## src/rtl/multicycle_pkg.sv

```systemverilog
// multicycle_pkg: shared encodings for the multi-cycle RV32I control FSM
package multicycle_pkg;
  typedef enum logic [2:0] {S_IDLE, S_FETCH, S_DECODE, S_EXEC, S_MEM, S_WB, S_TRAP} state_t;
  typedef enum logic [3:0] {
    C_OP, C_OPIMM, C_LOAD, C_STORE, C_BRANCH, C_JAL, C_JALR, C_LUI, C_AUIPC, C_NONE
  } cls_t;
  localparam logic [6:0] OPC_OP     = 7'b0110011;
  localparam logic [6:0] OPC_OPIMM  = 7'b0010011;
  localparam logic [6:0] OPC_LOAD   = 7'b0000011;
  localparam logic [6:0] OPC_STORE  = 7'b0100011;
  localparam logic [6:0] OPC_BRANCH = 7'b1100011;
  localparam logic [6:0] OPC_JAL    = 7'b1101111;
  localparam logic [6:0] OPC_JALR   = 7'b1100111;
  localparam logic [6:0] OPC_LUI    = 7'b0110111;
  localparam logic [6:0] OPC_AUIPC  = 7'b0010111;
  localparam logic [2:0] IMM_I    = 3'd0;
  localparam logic [2:0] IMM_S    = 3'd1;
  localparam logic [2:0] IMM_B    = 3'd2;
  localparam logic [2:0] IMM_U    = 3'd3;
  localparam logic [2:0] IMM_J    = 3'd4;
  localparam logic [2:0] IMM_NONE = 3'd7;
  localparam logic [1:0] PC_SRC_PC4  = 2'd0;
  localparam logic [1:0] PC_SRC_ALU  = 2'd1;
  localparam logic [1:0] PC_SRC_JALR = 2'd2;
  localparam logic [1:0] ALU_A_RS1  = 2'd0;
  localparam logic [1:0] ALU_A_PC   = 2'd1;
  localparam logic [1:0] ALU_A_ZERO = 2'd2;
  localparam logic [1:0] WB_ALU = 2'd0;
  localparam logic [1:0] WB_MDR = 2'd1;
  localparam logic [1:0] WB_PC4 = 2'd2;
endpackage

```

## src/rtl/ctrl_decode.sv

```systemverilog
// ctrl_decode: combinational opcode classifier giving instruction class, immediate format and legality
module ctrl_decode
  import multicycle_pkg::*;
(
  input  logic [6:0] opcode_i,
  output cls_t       cls_o,
  output logic [2:0] imm_sel_o,
  output logic       legal_o
);
  always_comb begin
    cls_o = C_NONE;
    imm_sel_o = IMM_NONE;
    legal_o = 1'b1;
    case (opcode_i)
      OPC_OP:     cls_o = C_OP;
      OPC_OPIMM:  begin cls_o = C_OPIMM;  imm_sel_o = IMM_I; end
      OPC_LOAD:   begin cls_o = C_LOAD;   imm_sel_o = IMM_I; end
      OPC_STORE:  begin cls_o = C_STORE;  imm_sel_o = IMM_S; end
      OPC_BRANCH: begin cls_o = C_BRANCH; imm_sel_o = IMM_B; end
      OPC_JAL:    begin cls_o = C_JAL;    imm_sel_o = IMM_J; end
      OPC_JALR:   begin cls_o = C_JALR;   imm_sel_o = IMM_I; end
      OPC_LUI:    begin cls_o = C_LUI;    imm_sel_o = IMM_U; end
      OPC_AUIPC:  begin cls_o = C_AUIPC;  imm_sel_o = IMM_U; end
      default:    legal_o = 1'b0;
    endcase
  end
endmodule

```

## src/rtl/multicycle_ctrl.sv

```systemverilog
// multicycle_ctrl: RV32I multi-cycle control FSM; define MULTICYCLE_CTRL_PERF_EN for cycle/instret counters
module multicycle_ctrl
  import multicycle_pkg::*;
#(
  parameter int unsigned RESET_STALL = 1
) (
  input  logic       clk,
  input  logic       rst_n,
  input  logic [6:0] opcode,
  input  logic [2:0] funct3,
  input  logic       br_taken,
  output logic       imem_req,
  input  logic       imem_ready,
  output logic       dmem_req,
  output logic       dmem_we,
  input  logic       dmem_ready,
  output logic       ir_we,
  output logic       pc_we,
  output logic [1:0] pc_src,
  output logic [2:0] imm_sel,
  output logic [1:0] alu_a_sel,
  output logic       alu_b_sel,
  output logic       mdr_we,
  output logic       reg_we,
  output logic [1:0] wb_sel,
  output logic       illegal
`ifdef MULTICYCLE_CTRL_PERF_EN
  ,
  output logic [31:0] cycle_cnt,
  output logic [31:0] instret_cnt
`endif
);
  localparam logic [3:0] STALL_LAST = 4'(RESET_STALL - 1);
  state_t state_q, state_d;
  cls_t cls_q, cls_d, dec_cls;
  logic [2:0] imm_q, imm_d, dec_imm;
  logic [3:0] stall_q, stall_d;
  logic dec_legal, is_br, is_jal, is_jalr, is_ld, is_st;
  logic unused_funct3;
  assign unused_funct3 = ^funct3;
  ctrl_decode u_dec (.opcode_i(opcode), .cls_o(dec_cls), .imm_sel_o(dec_imm), .legal_o(dec_legal));
  assign is_br = cls_q == C_BRANCH;
  assign is_jal = cls_q == C_JAL;
  assign is_jalr = cls_q == C_JALR;
  assign is_ld = cls_q == C_LOAD;
  assign is_st = cls_q == C_STORE;
  assign imm_sel = state_q == S_DECODE ? dec_imm : imm_q;
  assign illegal = state_q == S_TRAP;
  always_ff @(posedge clk) begin
    if (!rst_n) begin
      state_q <= S_IDLE;
      cls_q <= C_NONE;
      imm_q <= IMM_NONE;
      stall_q <= '0;
    end else begin
      state_q <= state_d;
      cls_q <= cls_d;
      imm_q <= imm_d;
      stall_q <= stall_d;
    end
  end
  always_comb begin
    state_d = state_q;
    cls_d = cls_q;
    imm_d = imm_q;
    stall_d = stall_q;
    imem_req = 1'b0;
    dmem_req = 1'b0;
    dmem_we = 1'b0;
    ir_we = 1'b0;
    pc_we = 1'b0;
    pc_src = PC_SRC_PC4;
    alu_a_sel = ALU_A_RS1;
    alu_b_sel = 1'b0;
    mdr_we = 1'b0;
    reg_we = 1'b0;
    wb_sel = WB_ALU;
    case (state_q)
      S_IDLE: begin
        stall_d = stall_q == STALL_LAST ? '0 : stall_q + 4'd1;
        state_d = stall_q == STALL_LAST ? S_FETCH : S_IDLE;
      end
      S_FETCH: begin
        imem_req = 1'b1;
        ir_we = imem_ready;
        pc_we = imem_ready;
        state_d = imem_ready ? S_DECODE : S_FETCH;
      end
      S_DECODE: begin
        cls_d = dec_cls;
        imm_d = dec_imm;
        state_d = dec_legal ? S_EXEC : S_TRAP;
      end
      S_EXEC: begin
        alu_a_sel = (is_br | is_jal | cls_q == C_AUIPC) ? ALU_A_PC :
                    cls_q == C_LUI ? ALU_A_ZERO : ALU_A_RS1;
        alu_b_sel = cls_q != C_OP;
        pc_we = (is_br & br_taken) | is_jal | is_jalr;
        pc_src = is_jalr ? PC_SRC_JALR : (is_br | is_jal) ? PC_SRC_ALU : PC_SRC_PC4;
        state_d = is_br ? S_FETCH : (is_ld | is_st) ? S_MEM : S_WB;
      end
      S_MEM: begin
        dmem_req = 1'b1;
        dmem_we = is_st;
        mdr_we = is_ld & dmem_ready;
        state_d = !dmem_ready ? S_MEM : is_st ? S_FETCH : S_WB;
      end
      S_WB: begin
        reg_we = 1'b1;
        wb_sel = is_ld ? WB_MDR : (is_jal | is_jalr) ? WB_PC4 : WB_ALU;
        state_d = S_FETCH;
      end
      S_TRAP: state_d = S_TRAP;
      default: state_d = S_IDLE;
    endcase
  end
`ifdef MULTICYCLE_CTRL_PERF_EN
  logic [31:0] cyc_q, ins_q;
  logic active, retire;
  assign active = state_q != S_IDLE && state_q != S_TRAP;
  assign retire = state_q == S_WB || (state_q == S_EXEC && is_br) ||
                  (state_q == S_MEM && is_st && dmem_ready);
  always_ff @(posedge clk) begin
    if (!rst_n) begin
      cyc_q <= '0;
      ins_q <= '0;
    end else begin
      cyc_q <= cyc_q + {31'd0, active};
      ins_q <= ins_q + {31'd0, retire};
    end
  end
  assign cycle_cnt = cyc_q;
  assign instret_cnt = ins_q;
`endif
endmodule
```

## config.mk

```make
export PLATFORM = sky130hd
export DESIGN_NAME = multicycle_ctrl
export DESIGN_NICKNAME = d
export VERILOG_FILES = /design/src/rtl/multicycle_pkg.sv /design/src/rtl/ctrl_decode.sv /design/src/rtl/multicycle_ctrl.sv
export SDC_FILE = /design/constraint.sdc
export NUM_CORES = 1
export LEC_CHECK = 0
export BUFFER_PORTS_ARGS = -buffer_cell sky130_fd_sc_hd__buf_2
export CORE_MARGIN = 1.5
export CORE_UTILIZATION = 35
export CTS_CLUSTER_SIZE = 10
export DETAILED_ROUTE_END_ITERATION = 10
export PLACE_DENSITY = 0.68
export SETUP_SLACK_MARGIN = 0.1
export SLEW_MARGIN = 15
export SYNTH_ARGS = -nofsm -noshare
export SYNTH_HDL_FRONTEND = slang
export SYNTH_HIERARCHICAL = 1
export SYNTH_SLANG_ARGS = --single-unit
```

## constraint.sdc

```tcl
create_clock -name clk -period 1.9 [get_ports clk]
set_input_delay 0.19 -clock clk [delete_from_list [all_inputs] [get_ports clk]]
set_output_delay 0.19 -clock clk [all_outputs]
set_load 0.02 [all_outputs]
```

==> results.md, run 1 <==
- Status: finished, final reports clean
- Antenna violations before repair: 0
- Gate Count Post-Synth: ~140
- Initial core utilization: 0.367
- Core area: 0.00305 mm^2
- Hpwl dp: about 1800 um
- N_diodes: 0
- Final #Nets: between 150 and 200
- Mapped Nets: roughly 160
- First-pass GRT wire length: slightly below 4000 um
- Routing usage on met1: 0.208
- Via-per-instance ratio: just over 5
- H-tree depth: 1
- Max-cap check violation count: 0
- Sequential Power Share: 0.352
- 1st-iter DRT viols: 57
- WP data arrival: about 1.6 ns
- Finished Core Util: 0.434
- Sequential Area: between 200 and 300 um^2
- Max Fclk: around 550 MHz
- HP Start: rst_n
- Setup TNS: 0 ns
- RSZ-0062 raised after global routing: true
- Final Hold Vio Count: 0
- CTS Root Buffer Type: clkbuf_4
- Port Buffers: 29
- CP Class: reg2out
- Largest net degree at the start of global routing: 15
- Clk pin slew, worst setup/hold paths: around 0.090 ns
- Critical Path RT: about 1.7 ns
- Setup violators final: 0
- FF-to-FF Start: state_q[2]
- Most used cell along the critical path: buf_4
- Chip height: around 60 um
- Worst path slowest cell: or3b_4
- Fin crit period: between 1.5 and 2 ns
- Multi-input gate area: between 700 and 800 um^2
- Clk sink count: 14
- M3 GR Usage: 0.0393
- P_int: roughly 700 uW
- Worst-Margin Slew: around 0.46 ns
- Overall Global Routing Usage: 0.141
- Part of the Yosys area used for sequential elements: 0.250
- CP Capture Type: primary output
- Routed WL per cell: approximately 11 um
- Cell chain of the critical path: buf_4 > or3b_4 > inv_2 > nand2_1 > nor4_2 > buf_4
- Clock Power Share: 0.194
- Final Max Tran Viols: 0
- Num CTS Buffers: 3
- Worst skew pair latency: ~0.28 ns
- Slowest Stage Delay on Critical Path: between 0.3 and 0.4 ns
- Clock Path Buffers: 2
- Tcrit/Tclk final: 0.954
- HP Class: in2reg
- # DRC: 0
- GR Util met2: 0.209
- Fillers: 333
- Cell Area, Synth: about 0.0011 mm^2
- P&R area growth vs syn: 18.2%
- Critical path launch point: state_q[1]
- Synthesis-stage register bit count: 14
- I/O Pins: 33
- Layout cells sized above 1: 0.355
- Die width: a little under 60 um
- Grt ovf: 0
- Net Sw Frac: 0.378
- Warning count from the yosys run: 6
- DR pass1 iterations: 4
- Post-route ant nets: 0
- Post-cts hold buffer count: 0
- Post-Syn Area per Cell: ~7.9 um^2
- Busiest grt layer: met2
- Peak supply drop: around 350 uV
- Unique masters post-synth: 47
- CP max FO: 8
- Cell Pwr Density: ~850 mW/mm^2
- Net Sw Power: roughly 430 uW
- Logic gate share of total power: 0.454
- Row count: 20
- Die Area: ~0.0035 mm^2
- GP Congestion: 0.773
- Worst Skew: between 0.004 and 0.005 ns
- TritonCTS clock tree: yes
- Routed wire length: between 2000 and 2500 um
- CP startpoint kind: flop
- Vias in the first global route: 871
- Pleak: around 0.55 nW
- Routed via count: about 1100
- Rel. slew slack: 0.691
-- routing by layer --
metal  part of all wire  vias to the layer above
met4             0.0054                        0
met1               0.51                      499
met3              0.050                        2
li1                   -                      556
met2               0.44                       24
met5                  0                        -
-- critical path: cells and delay by family (launching register included) --
kind,cells,cell delay (ns)
buf+inv,3,0.40
flops,1,0.33
simple gates,3,0.61
-- through the flow --
step                      hold slack [ns]  area (um^2)  cells  setup WS [ns]  total power, mW
after global routing                0.122         1320    213        0.00691             1.21
after detailed placement            0.404         1260    207          0.260            0.892
after global placement              0.406         1260    207          0.242            0.887
final                               0.114         1320    213         0.0879             1.12
after CTS                           0.107         1320    213         0.0896             1.13
after floorplan                     0.252         1120    141          0.177            0.785
-- cell type report --
type                       instances  share of cell area
multi-input combinational        109               0.551
sequential                        14               0.215
timing repair buffer              35               0.146
tap                               44              0.0416
clock buffer                       4              0.0274
inverter                           7              0.0198
-- sequential cells by signal, summed over array words and instances (netlist names) --
name,flops
cls_q,4
imm_q,3
stall_q,4
state_q,3
-- placed cells by master, fill, tap and decap left out, types with 4 or more instances in the layout --
cell,count
nand3b_1,4
inv_1,6
a21oi_1,4
buf_2,28
nor2_1,13
nor4_1,4
o21ai_0,7
buf_4,7
nor3_1,6
nand3_1,4
mux2i_1,4
nand2_1,11
dfxtp_1,11
-- cells by family (layout without fill, tap and decap cells) --
group	count (synthesis)	count (layout)	share of synthesized area
AO/OA/AOI/OAI	27	27	0.161
XOR/XNOR	3	3	0.0235
adder cells (fa/ha/maj)	2	2	0.0223
buffers and inverters	18	46	0.105
flip-flops	14	14	0.250
multiplexers	7	7	0.0659
AND/OR/NAND/NOR	70	70	0.372
-- power by group through the flow --
stage / logic, mW / registers, mW / clock network (mW)
floorplan: 0.412 / 0.373 / 0
global placement: 0.491 / 0.396 / 0
detailed placement: 0.496 / 0.397 / 0
CTS: 0.513 / 0.393 / 0.223
global route: 0.564 / 0.404 / 0.239
finish: 0.510 / 0.396 / 0.218
-- final timing paths --
path                            cells after the start  slack (ns)          to
worst min register to register                      2        0.51  stall_q[2]
worst max register to register                      4        0.41    imm_q[0]
worst max-delay path                                6        0.09      mdr_we
worst min-delay path                                2        0.11    cls_q[3]
-- cells in the mapped netlist (all sizes together) --
| library cell | instances | area [um^2] |
|---|---|---|
| dfxtp | 14 | 280 |
| nor2 | 13 | 48.8 |
| nand2 | 11 | 41.3 |
| buf | 9 | 83.8 |
| o21ai | 8 | 40.0 |
| inv | 7 | 26.3 |
| nor3 | 6 | 30.0 |
| a21oi | 5 | 28.8 |
| nor4 | 5 | 37.5 |
| mux2i | 4 | 40.0 |
| nand3 | 4 | 20.0 |
| nand3b | 4 | 30.0 |
| nor2b | 4 | 32.5 |
| or3 | 4 | 30.0 |
| mux2 | 3 | 33.8 |
| nand2b | 3 | 18.8 |
| nor3b | 3 | 27.5 |
| or2 | 3 | 18.8 |
| a21o | 2 | 15.0 |
| a31o | 2 | 17.5 |
| a31oi | 2 | 12.5 |
| a41o | 2 | 20.0 |
| and2 | 2 | 12.5 |
| and2b | 2 | 15.0 |
| and3 | 2 | 12.5 |
| clkbuf | 2 | 7.51 |
| ha | 2 | 25.0 |
| or3b | 2 | 20.0 |
| xor2 | 2 | 17.5 |
| a211oi | 1 | 7.51 |
| a32oi | 1 | 8.76 |
| a41oi | 1 | 8.76 |
| and3b | 1 | 8.76 |
| and4bb | 1 | 12.5 |
| o211ai | 1 | 7.51 |
| o21a | 1 | 7.51 |
| o22ai | 1 | 6.26 |
| xnor2 | 1 | 8.76 |
-- repair_timing --
| action | CTS | global route |
|---|---|---|
| buffers inserted | 2 | 0 |
| resized for setup | 5 | 2 |
| hold endpoints to repair | 0 | 0 |
| endpoints found under the setup margin | 5 | 9 |
| pin swaps | 1 | 0 |
Power figures use the tool's default switching activity.
==> run 2, diff against run 1 <==
--- a/config.mk
+++ b/config.mk
@@ -9,7 +9,8 @@
 export CORE_MARGIN = 1.5
-export CORE_UTILIZATION = 35
+export CORE_UTILIZATION = 51
 export CTS_CLUSTER_SIZE = 10
 export DETAILED_ROUTE_END_ITERATION = 10
-export PLACE_DENSITY = 0.68
+export PLACE_DENSITY = 0.89
 export SETUP_SLACK_MARGIN = 0.1
+export SKIP_LAST_GASP = 1
 export SLEW_MARGIN = 15
==> constraint.sdc (replaced) <==
create_clock -name clk -period 1.9 [get_ports clk]
set_input_delay 0.095 -clock clk [delete_from_list [all_inputs] [get_ports clk]]
set_output_delay 0.095 -clock clk [all_outputs]
set_load 0.02 [all_outputs]
==> run 2 against run 1 <==
Net effect:
- power is 2.1% lower
- cell area is 4.2% lower
- largest cell class unchanged
- sequential power hardly changed
- critical endpoint unchanged
- routed wire length is 0.71% higher
- clock-buffer cell count stayed put
==> results.md, run 2 (synthesis gave the netlist of run 1 again) <==
- Status: finished, final reports clean (unchanged)
- CP Class: reg2out (unchanged)
- Sequential Power Share: 0.358 (was 0.352)
- Antenna violations before repair: 0 (unchanged)
- Cell Pwr Density: 867 mW/mm^2 (was 849 mW/mm^2)
- Initial core utilization: 0.554 (was 0.367)
- Net Sw Frac: 0.384 (was 0.378)
- Tcrit/Tclk final: 0.910 (was 0.954)
- Setup violators final: 0 (unchanged)
- Post-cts hold buffer count: 0 (unchanged)
- First-pass GRT wire length: 4060 um (was 3880 um)
- Clk sink count: 14 (unchanged)
- Post-Layout Cell Count: 192 (was 213)
- Routed wire length: 2420 um (was 2400 um)
- P_int: 678 uW (was 699 uW)
- CP max FO: 11 (was 8)
- R2R Setup Slk: 0.36 ns (was 0.41 ns)
- Post-route ant nets: 0 (unchanged)
- Top Registers: cls_q (4), stall_q (4) (unchanged)
- Final Max Tran Viols: 0 (unchanged)
- Chip height: 49.9 um (was 59.6 um)
- Grt ovf: 0 (unchanged)
- Max Fclk: 578 MHz (was 552 MHz)
- Num CTS Buffers: 3 (unchanged)
- Fin crit period: 1.73 ns (was 1.81 ns)
- # DRC: 0 (unchanged)
- Placed Cells incl. Taps: 188 (was 207)
- Net Sw Power: 423 uW (was 425 uW)
- Peak supply drop: 559 uV (was 354 uV)
- Clock Path Buffers: 2 (unchanged)
- N_diodes: 0 (unchanged)
- Clk pin slew, worst setup/hold paths: 0.09 ns (about the same)
- Via-per-instance ratio: 5.83 (was 5.08)
- Largest net degree at the start of global routing: 15 (unchanged)
- DR pass1 iterations: 4 (unchanged)
- Vias in the first global route: 957 (was 871)
- Final Hold Vio Count: 0 (unchanged)
- GP Congestion: 0.855 (was 0.773)
- Pre-CTS setup slack: 0.227 ns (was 0.260 ns)
- Routed WL per cell: 12.6 um (was 11.3 um)
- RSZ-0062 raised after global routing: true (unchanged)
- Worst-Margin Slew: 0.503 ns (was 0.459 ns)
- WP data arrival: 1.63 ns (was 1.62 ns)
- Hpwl dp: 1820 um (about the same)
- CP startpoint kind: flop (unchanged)
- Pleak: 0.526 nW (was 0.549 nW)
- Worst Skew: 0.00729 ns (was 0.00426 ns)
- Overall Global Routing Usage: 0.208 (was 0.141)
- Core area: 0.00202 mm^2 (was 0.00305 mm^2)
- CP Capture Type: primary output (unchanged)
- 1st-iter DRT viols: 36 (was 57)
- Fin worst setup slack: 0.171 ns (was 0.0879 ns)
- HP Class: in2reg (unchanged)
- Setup TNS: 0 ns (unchanged)
- Routed via count: 1120 (was 1081)
- Clock Power Share: 0.198 (was 0.194)
- Critical Path RT: 1.80 ns (was 1.71 ns)
- I/O Pins: 33 (unchanged)
- Rel. slew slack: 0.662 (was 0.691)
- Die Area: 0.00249 mm^2 (was 0.00355 mm^2)
- P&R area growth vs syn: 13.3% (was 18.2%)
- Logic gate share of total power: 0.444 (was 0.454)
- TritonCTS clock tree: yes (unchanged)
- Final #Nets: 183 (was 187)
- Max-cap check violation count: 0 (unchanged)
- Die width: 49.9 um (was 59.6 um)
- Most frequent cells in the layout: buf_2, nor2_1, dfxtp_1 (was buf_2, nor2_1, nand2_1, dfxtp_1)
- Most common cell after layout, fill and taps aside: buf_2 (unchanged)
- H-tree depth: 1 (unchanged)
- Port Buffers: 29 (unchanged)
- Worst skew pair latency: 0.29 ns (was 0.28 ns)
- Row count: 16 (was 20)
- Finished Core Util: 0.627 (was 0.434)
- CTS Root Buffer Type: clkbuf_4 (unchanged)
- Layout cells sized above 1: 0.327 (was 0.355)
[run 2: changes by cell type in the layout (fill, tap and decap cells not counted), sizes merged]
cell  delta
buf      -4
[run 2: worst paths after layout]
path                 to        from  cells after the start
min reg2reg  stall_q[1]  stall_q[1]                      2
max reg2reg    imm_q[1]  state_q[1]                      4
min            cls_q[0]       rst_n                      2
max              mdr_we  state_q[0]                      6
[run 2: through the flow]
stage	cell area, um^2	power [mW]	hold slack, ns
final	1270	1.10	0.0134
after floorplan	1120	0.785	0.157
after global placement	1220	0.856	0.304
after detailed placement	1220	0.874	0.311
after CTS	1260	1.09	0.0112
after global routing	1270	1.18	0.0176
[run 2: metal layers]
metal | track usage | up-vias | share of wire | wire length [um]
met5 | 0 | - | 0 | 0
met4 | 0.0556 | 0 | 0.0087 | 21
met3 | 0.0515 | 4 | 0.057 | 137
met2 | 0.358 | 37 | 0.46 | 1120
met1 | 0.257 | 521 | 0.47 | 1140
li1 | - | 558 | - | -
[run 2: final cells by class]
| class | instances | area (um^2) |
|---|---|---|
| multi-input combinational | 109 | 724 |
| clock buffer | 4 | 36.3 |
| sequential | 14 | 288 |
| tap | 27 | 33.8 |
| inverter | 7 | 26.3 |
| timing repair buffer | 31 | 160 |
| fill | 184 | 753 |
[run 2: critical path, cell delays in order, from the launching register on]
cell	delay, ns
dfxtp_1	0.32
buf_4	0.16
or3b_4	0.40
inv_2	0.07
nand2_2	0.07
nor4_2	0.12
buf_2	0.20
[run 2: timing repair]
action | CTS | global route
setup endpoints to repair | 4 | 4
setup buffers | 0 | 0
hold endpoints to repair | 0 | 0
pin swaps | 0 | 0
resized for setup | 2 | 4
[run 2: power groups by stage]
stage / Combinational, mW / Sequential [mW] / Clock [mW]
5_1_grt: 0.540 / 0.402 / 0.241
3_5_place_dp: 0.479 / 0.395 / 0
2_1_floorplan: 0.412 / 0.373 / 0
6_report: 0.488 / 0.394 / 0.218
4_1_cts: 0.482 / 0.390 / 0.222
3_3_place_gp: 0.465 / 0.391 / 0
